`src/rtl/makestuff_ram_bw_if.sv`:
```
// Bus bundle for makestuff_ram_bw: clear/ready control, masked write port and read port.
// The master side drives requests; the slave side is the RAM.
interface makestuff_ram_bw_if #(
  parameter int unsigned ADDR_NBITS = 5,
  parameter int unsigned DATA_NBITS = 16,
  parameter int unsigned BYTE_NBITS = 8
);
  localparam int unsigned NLANES = DATA_NBITS / BYTE_NBITS;

  logic                  clear_in;
  logic                  ready_out;
  logic                  wrEnable_in;
  logic [NLANES-1:0]     wrMask_in;
  logic [ADDR_NBITS-1:0] wrAddr_in;
  logic [DATA_NBITS-1:0] wrData_in;
  logic                  rdEnable_in;
  logic [ADDR_NBITS-1:0] rdAddr_in;
  logic [DATA_NBITS-1:0] rdData_out;
  logic                  rdValid_out;
  logic                  parityErr_out;

  modport master (
    output clear_in, wrEnable_in, wrMask_in, wrAddr_in, wrData_in, rdEnable_in, rdAddr_in,
    input  ready_out, rdData_out, rdValid_out, parityErr_out
  );

  modport slave (
    input  clear_in, wrEnable_in, wrMask_in, wrAddr_in, wrData_in, rdEnable_in, rdAddr_in,
    output ready_out, rdData_out, rdValid_out, parityErr_out
  );
endinterface

```
`src/rtl/makestuff_ram_bw.sv`:
```
// Byte-writable RAM with a self-clearing sweep, 1- or 2-cycle pipelined reads.
// Optional per-lane even parity when MAKESTUFF_RAM_PARITY_EN is defined.
module makestuff_ram_bw #(
  parameter int unsigned ADDR_NBITS = 5,
  parameter int unsigned DATA_NBITS = 16,
  parameter int unsigned BYTE_NBITS = 8,
  parameter int unsigned RD_LATENCY = 1,
  parameter int unsigned RDW_MODE   = 0
) (
  input logic               clk_in,
  input logic               rstn_in,
  makestuff_ram_bw_if.slave bus
);
  localparam int unsigned NLANES = DATA_NBITS / BYTE_NBITS;
  localparam int unsigned DEPTH  = 2 ** ADDR_NBITS;

  if ((DATA_NBITS % BYTE_NBITS) != 0) begin : g_bad_lanes
    $error("DATA_NBITS must be a multiple of BYTE_NBITS");
  end
  if (RD_LATENCY != 1 && RD_LATENCY != 2) begin : g_bad_latency
    $error("RD_LATENCY must be 1 or 2");
  end

  typedef logic [DATA_NBITS-1:0] row_t;
  typedef enum logic [0:0] {StClear, StReady} state_e;

  state_e                state_q;
  logic [ADDR_NBITS-1:0] cnt_q;
  logic                  ready_q;

  always_ff @(posedge clk_in or negedge rstn_in) begin
    if (!rstn_in) begin
      state_q <= StClear;
      cnt_q   <= '0;
      ready_q <= 1'b0;
    end else begin
      case (state_q)
        StClear: begin
          if (bus.clear_in) begin
            cnt_q <= '0;
          end else if (cnt_q == '1) begin
            state_q <= StReady;
            ready_q <= 1'b1;
            cnt_q   <= '0;
          end else begin
            cnt_q <= cnt_q + ADDR_NBITS'(1);
          end
        end
        StReady: begin
          if (bus.clear_in) begin
            state_q <= StClear;
            ready_q <= 1'b0;
            cnt_q   <= '0;
          end
        end
      endcase
    end
  end

  assign bus.ready_out = ready_q;

  logic wr_go, rd_go;
  assign wr_go = ready_q & bus.wrEnable_in;
  assign rd_go = ready_q & bus.rdEnable_in;

  row_t mem [DEPTH];

  always_ff @(posedge clk_in) begin
    if (rstn_in && !ready_q) begin
      mem[cnt_q] <= '0;
    end else if (wr_go) begin
      for (int i = 0; i < NLANES; i++) begin
        if (bus.wrMask_in[i]) begin
          mem[bus.wrAddr_in][i*BYTE_NBITS +: BYTE_NBITS] <= bus.wrData_in[i*BYTE_NBITS +: BYTE_NBITS];
        end
      end
    end
  end

`ifdef MAKESTUFF_RAM_PARITY_EN
  logic [NLANES-1:0] par_mem [DEPTH];

  always_ff @(posedge clk_in) begin
    if (rstn_in && !ready_q) begin
      par_mem[cnt_q] <= '0;
    end else if (wr_go) begin
      for (int i = 0; i < NLANES; i++) begin
        if (bus.wrMask_in[i]) begin
          par_mem[bus.wrAddr_in][i] <= ^bus.wrData_in[i*BYTE_NBITS +: BYTE_NBITS];
        end
      end
    end
  end
`endif

  // Capture value: pre-write row, with written lanes forwarded when RDW_MODE selects new data.
  row_t rd_row, cap_data;
  logic hit;
  logic cap_err;

  always_comb begin
    rd_row   = mem[bus.rdAddr_in];
    cap_data = rd_row;
    hit      = (RDW_MODE == 1) && wr_go && (bus.wrAddr_in == bus.rdAddr_in);
    cap_err  = 1'b0;
    for (int i = 0; i < NLANES; i++) begin
      if (hit && bus.wrMask_in[i]) begin
        cap_data[i*BYTE_NBITS +: BYTE_NBITS] = bus.wrData_in[i*BYTE_NBITS +: BYTE_NBITS];
      end
`ifdef MAKESTUFF_RAM_PARITY_EN
      else begin
        cap_err = cap_err |
                  ((^rd_row[i*BYTE_NBITS +: BYTE_NBITS]) ^ par_mem[bus.rdAddr_in][i]);
      end
`endif
    end
  end

  logic v1_q;
  row_t d1_q;

  always_ff @(posedge clk_in or negedge rstn_in) begin
    if (!rstn_in) begin
      v1_q <= 1'b0;
      d1_q <= '0;
    end else begin
      v1_q <= rd_go;
      if (rd_go) d1_q <= cap_data;
    end
  end

`ifdef MAKESTUFF_RAM_PARITY_EN
  logic e1_q;
  always_ff @(posedge clk_in or negedge rstn_in) begin
    if (!rstn_in) e1_q <= 1'b0;
    else          e1_q <= rd_go & cap_err;
  end
`else
  logic unused_cap_err;
  assign unused_cap_err    = cap_err;
  assign bus.parityErr_out = 1'b0;
`endif

  if (RD_LATENCY == 2) begin : g_lat2
    logic v2_q;
    row_t d2_q;
    always_ff @(posedge clk_in or negedge rstn_in) begin
      if (!rstn_in) begin
        v2_q <= 1'b0;
        d2_q <= '0;
      end else begin
        v2_q <= v1_q;
        if (v1_q) d2_q <= d1_q;
      end
    end
    assign bus.rdValid_out = v2_q;
    assign bus.rdData_out  = d2_q;
`ifdef MAKESTUFF_RAM_PARITY_EN
    logic e2_q;
    always_ff @(posedge clk_in or negedge rstn_in) begin
      if (!rstn_in) e2_q <= 1'b0;
      else          e2_q <= e1_q;
    end
    assign bus.parityErr_out = e2_q;
`endif
  end else begin : g_lat1
    assign bus.rdValid_out = v1_q;
    assign bus.rdData_out  = d1_q;
`ifdef MAKESTUFF_RAM_PARITY_EN
    assign bus.parityErr_out = e1_q;
`endif
  end
endmodule

```
`src/flat_wrapper.sv`:
```
// flat-port wrapper written by rule: the top's interface ports become plain ports
module makestuff_ram_bw_flat 
#(
  parameter int unsigned ADDR_NBITS = 5,
  parameter int unsigned DATA_NBITS = 16,
  parameter int unsigned BYTE_NBITS = 8,
  parameter int unsigned RD_LATENCY = 1,
  parameter int unsigned RDW_MODE   = 0
)
  (clk_in, rstn_in, bus_clear_in, bus_wrEnable_in, bus_wrMask_in, bus_wrAddr_in, bus_wrData_in, bus_rdEnable_in, bus_rdAddr_in, bus_ready_out, bus_rdData_out, bus_rdValid_out, bus_parityErr_out);
  makestuff_ram_bw_if #(.ADDR_NBITS(ADDR_NBITS), .DATA_NBITS(DATA_NBITS), .BYTE_NBITS(BYTE_NBITS)) bus_i ();
  input logic clk_in;
  input logic rstn_in;
  input wire logic [$bits(bus_i.clear_in)-1:0] bus_clear_in;
  input wire logic [$bits(bus_i.wrEnable_in)-1:0] bus_wrEnable_in;
  input wire logic [$bits(bus_i.wrMask_in)-1:0] bus_wrMask_in;
  input wire logic [$bits(bus_i.wrAddr_in)-1:0] bus_wrAddr_in;
  input wire logic [$bits(bus_i.wrData_in)-1:0] bus_wrData_in;
  input wire logic [$bits(bus_i.rdEnable_in)-1:0] bus_rdEnable_in;
  input wire logic [$bits(bus_i.rdAddr_in)-1:0] bus_rdAddr_in;
  output wire logic [$bits(bus_i.ready_out)-1:0] bus_ready_out;
  output wire logic [$bits(bus_i.rdData_out)-1:0] bus_rdData_out;
  output wire logic [$bits(bus_i.rdValid_out)-1:0] bus_rdValid_out;
  output wire logic [$bits(bus_i.parityErr_out)-1:0] bus_parityErr_out;
  assign bus_i.clear_in = bus_clear_in;
  assign bus_i.wrEnable_in = bus_wrEnable_in;
  assign bus_i.wrMask_in = bus_wrMask_in;
  assign bus_i.wrAddr_in = bus_wrAddr_in;
  assign bus_i.wrData_in = bus_wrData_in;
  assign bus_i.rdEnable_in = bus_rdEnable_in;
  assign bus_i.rdAddr_in = bus_rdAddr_in;
  assign bus_ready_out = bus_i.ready_out;
  assign bus_rdData_out = bus_i.rdData_out;
  assign bus_rdValid_out = bus_i.rdValid_out;
  assign bus_parityErr_out = bus_i.parityErr_out;
  makestuff_ram_bw #(.ADDR_NBITS(ADDR_NBITS), .DATA_NBITS(DATA_NBITS), .BYTE_NBITS(BYTE_NBITS), .RD_LATENCY(RD_LATENCY), .RDW_MODE(RDW_MODE)) u_core (.clk_in(clk_in), .rstn_in(rstn_in), .bus(bus_i));
endmodule
```
`config.mk`:
```
export PLATFORM = sky130hd
export DESIGN_NAME = makestuff_ram_bw_flat
export DESIGN_NICKNAME = d
export VERILOG_FILES = /design/src/rtl/makestuff_ram_bw_if.sv /design/src/rtl/makestuff_ram_bw.sv /design/src/flat_wrapper.sv
export SDC_FILE = /design/constraint.sdc
export NUM_CORES = 1
export LEC_CHECK = 0
export CORE_MARGIN = 10
export CORE_UTILIZATION = 50
export DETAILED_ROUTE_END_ITERATION = 8
export HOLD_SLACK_MARGIN = 0.05
export PLACE_DENSITY = 0.74
export SLEW_MARGIN = 0
export SYNTH_ARGS = -nofsm -noshare
export SYNTH_HDL_FRONTEND = slang
export SYNTH_SLANG_ARGS = --single-unit
```
`constraint.sdc`:
```
create_clock -name clk_in -period 7 [get_ports clk_in]
set_clock_uncertainty 0.05 [all_clocks]
set_input_delay 1.4 -clock clk_in [delete_from_list [all_inputs] [get_ports clk_in]]
set_output_delay 1.4 -clock clk_in [all_outputs]
set_load 0.05 [all_outputs]
```
==> impl_metrics.toml <==
[routing]
wl_met1_microns = 20200
final_antenna_net_count = 0
wl_per_cell_microns = 25.9
drt_iter0_drc = 1547
dr.pass1.iters = 6
wl_microns = 48400
drc = 0
dr_wl_met3_microns = 3760
highest_layer = "met4"
vias = 11500
via_per_inst = 6.13
met2_length_microns = 23200

[worst_setup_path]
r2r-start = "u_core.bus.ready_out"
cp_slowest_cell = "o211a_1"
crit_type = "in -> reg"
cp_data_arrival_time_ps = 4130
crit-reg2reg-capture = "u_core.mem[1][3]"
crit_family = "simple AND/OR/NAND/NOR gates"
r2r_slack_ps = 3890
path_max_fanout = 27
path_cells = "clkdlybuf4s50_1 -> o211a_1 -> mux2i_1 -> nand2_1 -> nor2_1"
critPathCaptureType = "flop"
cp.depth = 5
slowest_delay_ps = 680
r2r_cells = 4
cp_data_required_time_ps = 7150
cp_num_buf_inv = 1
critPathLaunchType = "input port"

[finish]
drive_gt1_share_pct = 9.32
nNetsFinal = 1325
syn_to_final_growth_pct = 12.5
antennaDiodeCount = 0
stdcell_area_sq_um = 24100
n_fill_cell = 3109

[place]
place_area_sq_um = 22300
gp_congestion = 0.871
io_buffers = 50
dp_hpwl_microns = 29500

[timing]
setup_viol = 0
finalHoldViolCount = 0
grt_setup_unrepaired = "false"
drv_slew = 0
fmax_mhz = 251
fin_tns_setup_ps = 0
fin_crit_ps = 3980
finalCritPeriodShare_pct = 56.9
worst_pin_slew_ps = 1000
max_slew_margin_pct = 33.2

[cts]
cts_tree = "yes"
clock-sinks = 536
holdBufCountCts = 0
cts_resized = 0
cts_buffers = 51
postCtsSetupRepairBufs = 0
cts_root_buffer = "clkbuf_16"
clockBufferDepth = 3
insertion_delay_ps = 570
h-tree-depth = 2
path_clk_slew_ps = 60

[yosys]
synth_cell_types = 39
yosysSeqAreaShare_pct = 74.6
yosysMostFrequentCell = "edfxtp_1"
ys_ff_latch = 536
postSynthCellCount = 1235
synth_area_sq_um = 21400
synth_top_area_share_pct = 71.8
synthTopCellsByArea = "edfxtp_1 (72%), mux2i_1 (12%), dfrtp_1 (2.8%)"
syn_area_per_cell_sq_um = 17.3
postSynth.asyncResetShare_pct = 4.48
synth_edf_count = 512
synthTopCellsByCount = "edfxtp_1 (512), mux2i_1 (259), nor2_1 (71)"
synthFlopType = "edfxtp_1"
post-synth-top-area-cell = "edfxtp_1"
synth_nets = 1270
synth_warnings = 0

[power]
irDropWorstVdd_mv = 0.240
power.leakage_nw = 8.45
powerDensity_nw_per_um2 = 285

[hold_path]
holdCritStartpoint = "u_core.bus.rdData_out[3]"
min_delay_path_depth = 2
hold_class = "reg -> reg"
min_to = "u_core.bus.rdData_out[3]"

[die]
die_h_microns = 227
die_x_microns = 227
num_io_pins = 52
start_util_pct = 50.8
die_area_sq_um = 51500
rows = 75
fp.coreArea_sq_um = 42100

[grt]
track_usage_pct = 18.7
grt_pass1_wl_microns = 71800
grt-ovfl-total = 0
grt_pass1_vias = 11400
grt_start_max_net_pins = 95
antenna_found_initial = 0

[outcome]
status = "complete, no violations"

[run]
maxCapViolations = 0
[per-layer routing]
layer | vias to the layer above | global-route usage [%]
met5 | - | 0
met4 | 0 | 6.43
met3 | 85 | 3.44
met2 | 540 | 30.0
met1 | 5805 | 25.3
li1 | 5042 | -
[worst min-delay path, delay by kind of cell (launching register included)]
kind,cells,cell delay [ps]
DFF,1,340
and+or+nand+nor,1,60
AOI/OAI and AO/OA,1,50
[metrics by stage]
stage	utilization [%]	worst slack, ps	hold WS (ps)	cells	power [mW]
floorplan	-	3920	519	1235	3.91
global placement	53.0	2580	424	1776	4.06
detailed placement	53.0	2460	415	1776	4.07
CTS	57.2	3030	429	1870	6.88
global route	57.2	2830	440	1870	7.04
finish	57.2	3020	427	1870	6.86
[area by class of cell]
class | count | area (sq um) | area share [%]
tap | 539 | 674 | 2.80
clock inverter | 24 | 303 | 1.26
multi-input combinational | 625 | 4980 | 20.7
clock buffer | 70 | 1460 | 6.06
timing repair buffer | 74 | 698 | 2.90
inverter | 2 | 7.51 | 0.0311
sequential | 536 | 16000 | 66.3
[where the power goes]
part,internal (mW),switching [mW],leakage [nW]
sequential,3.54,0.0169,5.00
combinational,0.147,0.301,2.60
clock,1.72,1.14,0.860
[state kept, by name, summed over array words and instances, names as in the netlist]
signal	flops
u_core.bus.ready_out	1
u_core.cnt_q	5
u_core.bus.rdData_out	16
u_core.state_q	1
u_core.mem	512
u_core.bus.rdValid_out	1
[placed cells by master, fill, tap and decap left out, types with 24 or more instances in the layout]
| cell type | synthesis | layout |
|---|---|---|
| a21oi_1 | 36 | 36 |
| a221oi_1 | 31 | 31 |
| a22o_1 | 32 | 32 |
| a22oi_1 | 64 | 64 |
| clkbuf_16 | 0 | 53 |
| clkdlybuf4s50_1 | 0 | 49 |
| dfrtp_1 | 24 | 24 |
| edfxtp_1 | 512 | 512 |
| mux2i_1 | 259 | 259 |
| nand2_1 | 45 | 45 |
| nor2_1 | 71 | 70 |
[worst max-delay path by stage]
stage	startpoint	to	slack, ps
6_report	bus_wrEnable_in	u_core.mem[1][3]	3020
5_1_grt	bus_wrEnable_in	u_core.mem[2][7]	2830
4_1_cts	bus_wrEnable_in	u_core.mem[24][2]	3030
3_5_place_dp	bus_wrEnable_in	u_core.mem[24][6]	2460
3_3_place_gp	bus_wrEnable_in	u_core.mem[24][6]	2580
2_1_floorplan	bus_wrMask_in[0]	u_core.mem[24][0]	3920
[cell families after synthesis]
family,Yosys count,synth area share [%]
flops,536,74.6
mux,259,12.1
compound gates,205,7.60
simple gates,158,3.30
buf+inv,74,2.27
fa+ha+maj,2,0.117
other cells,1,0.0175
No activity file was read; power rests on OpenSTA's default activity.
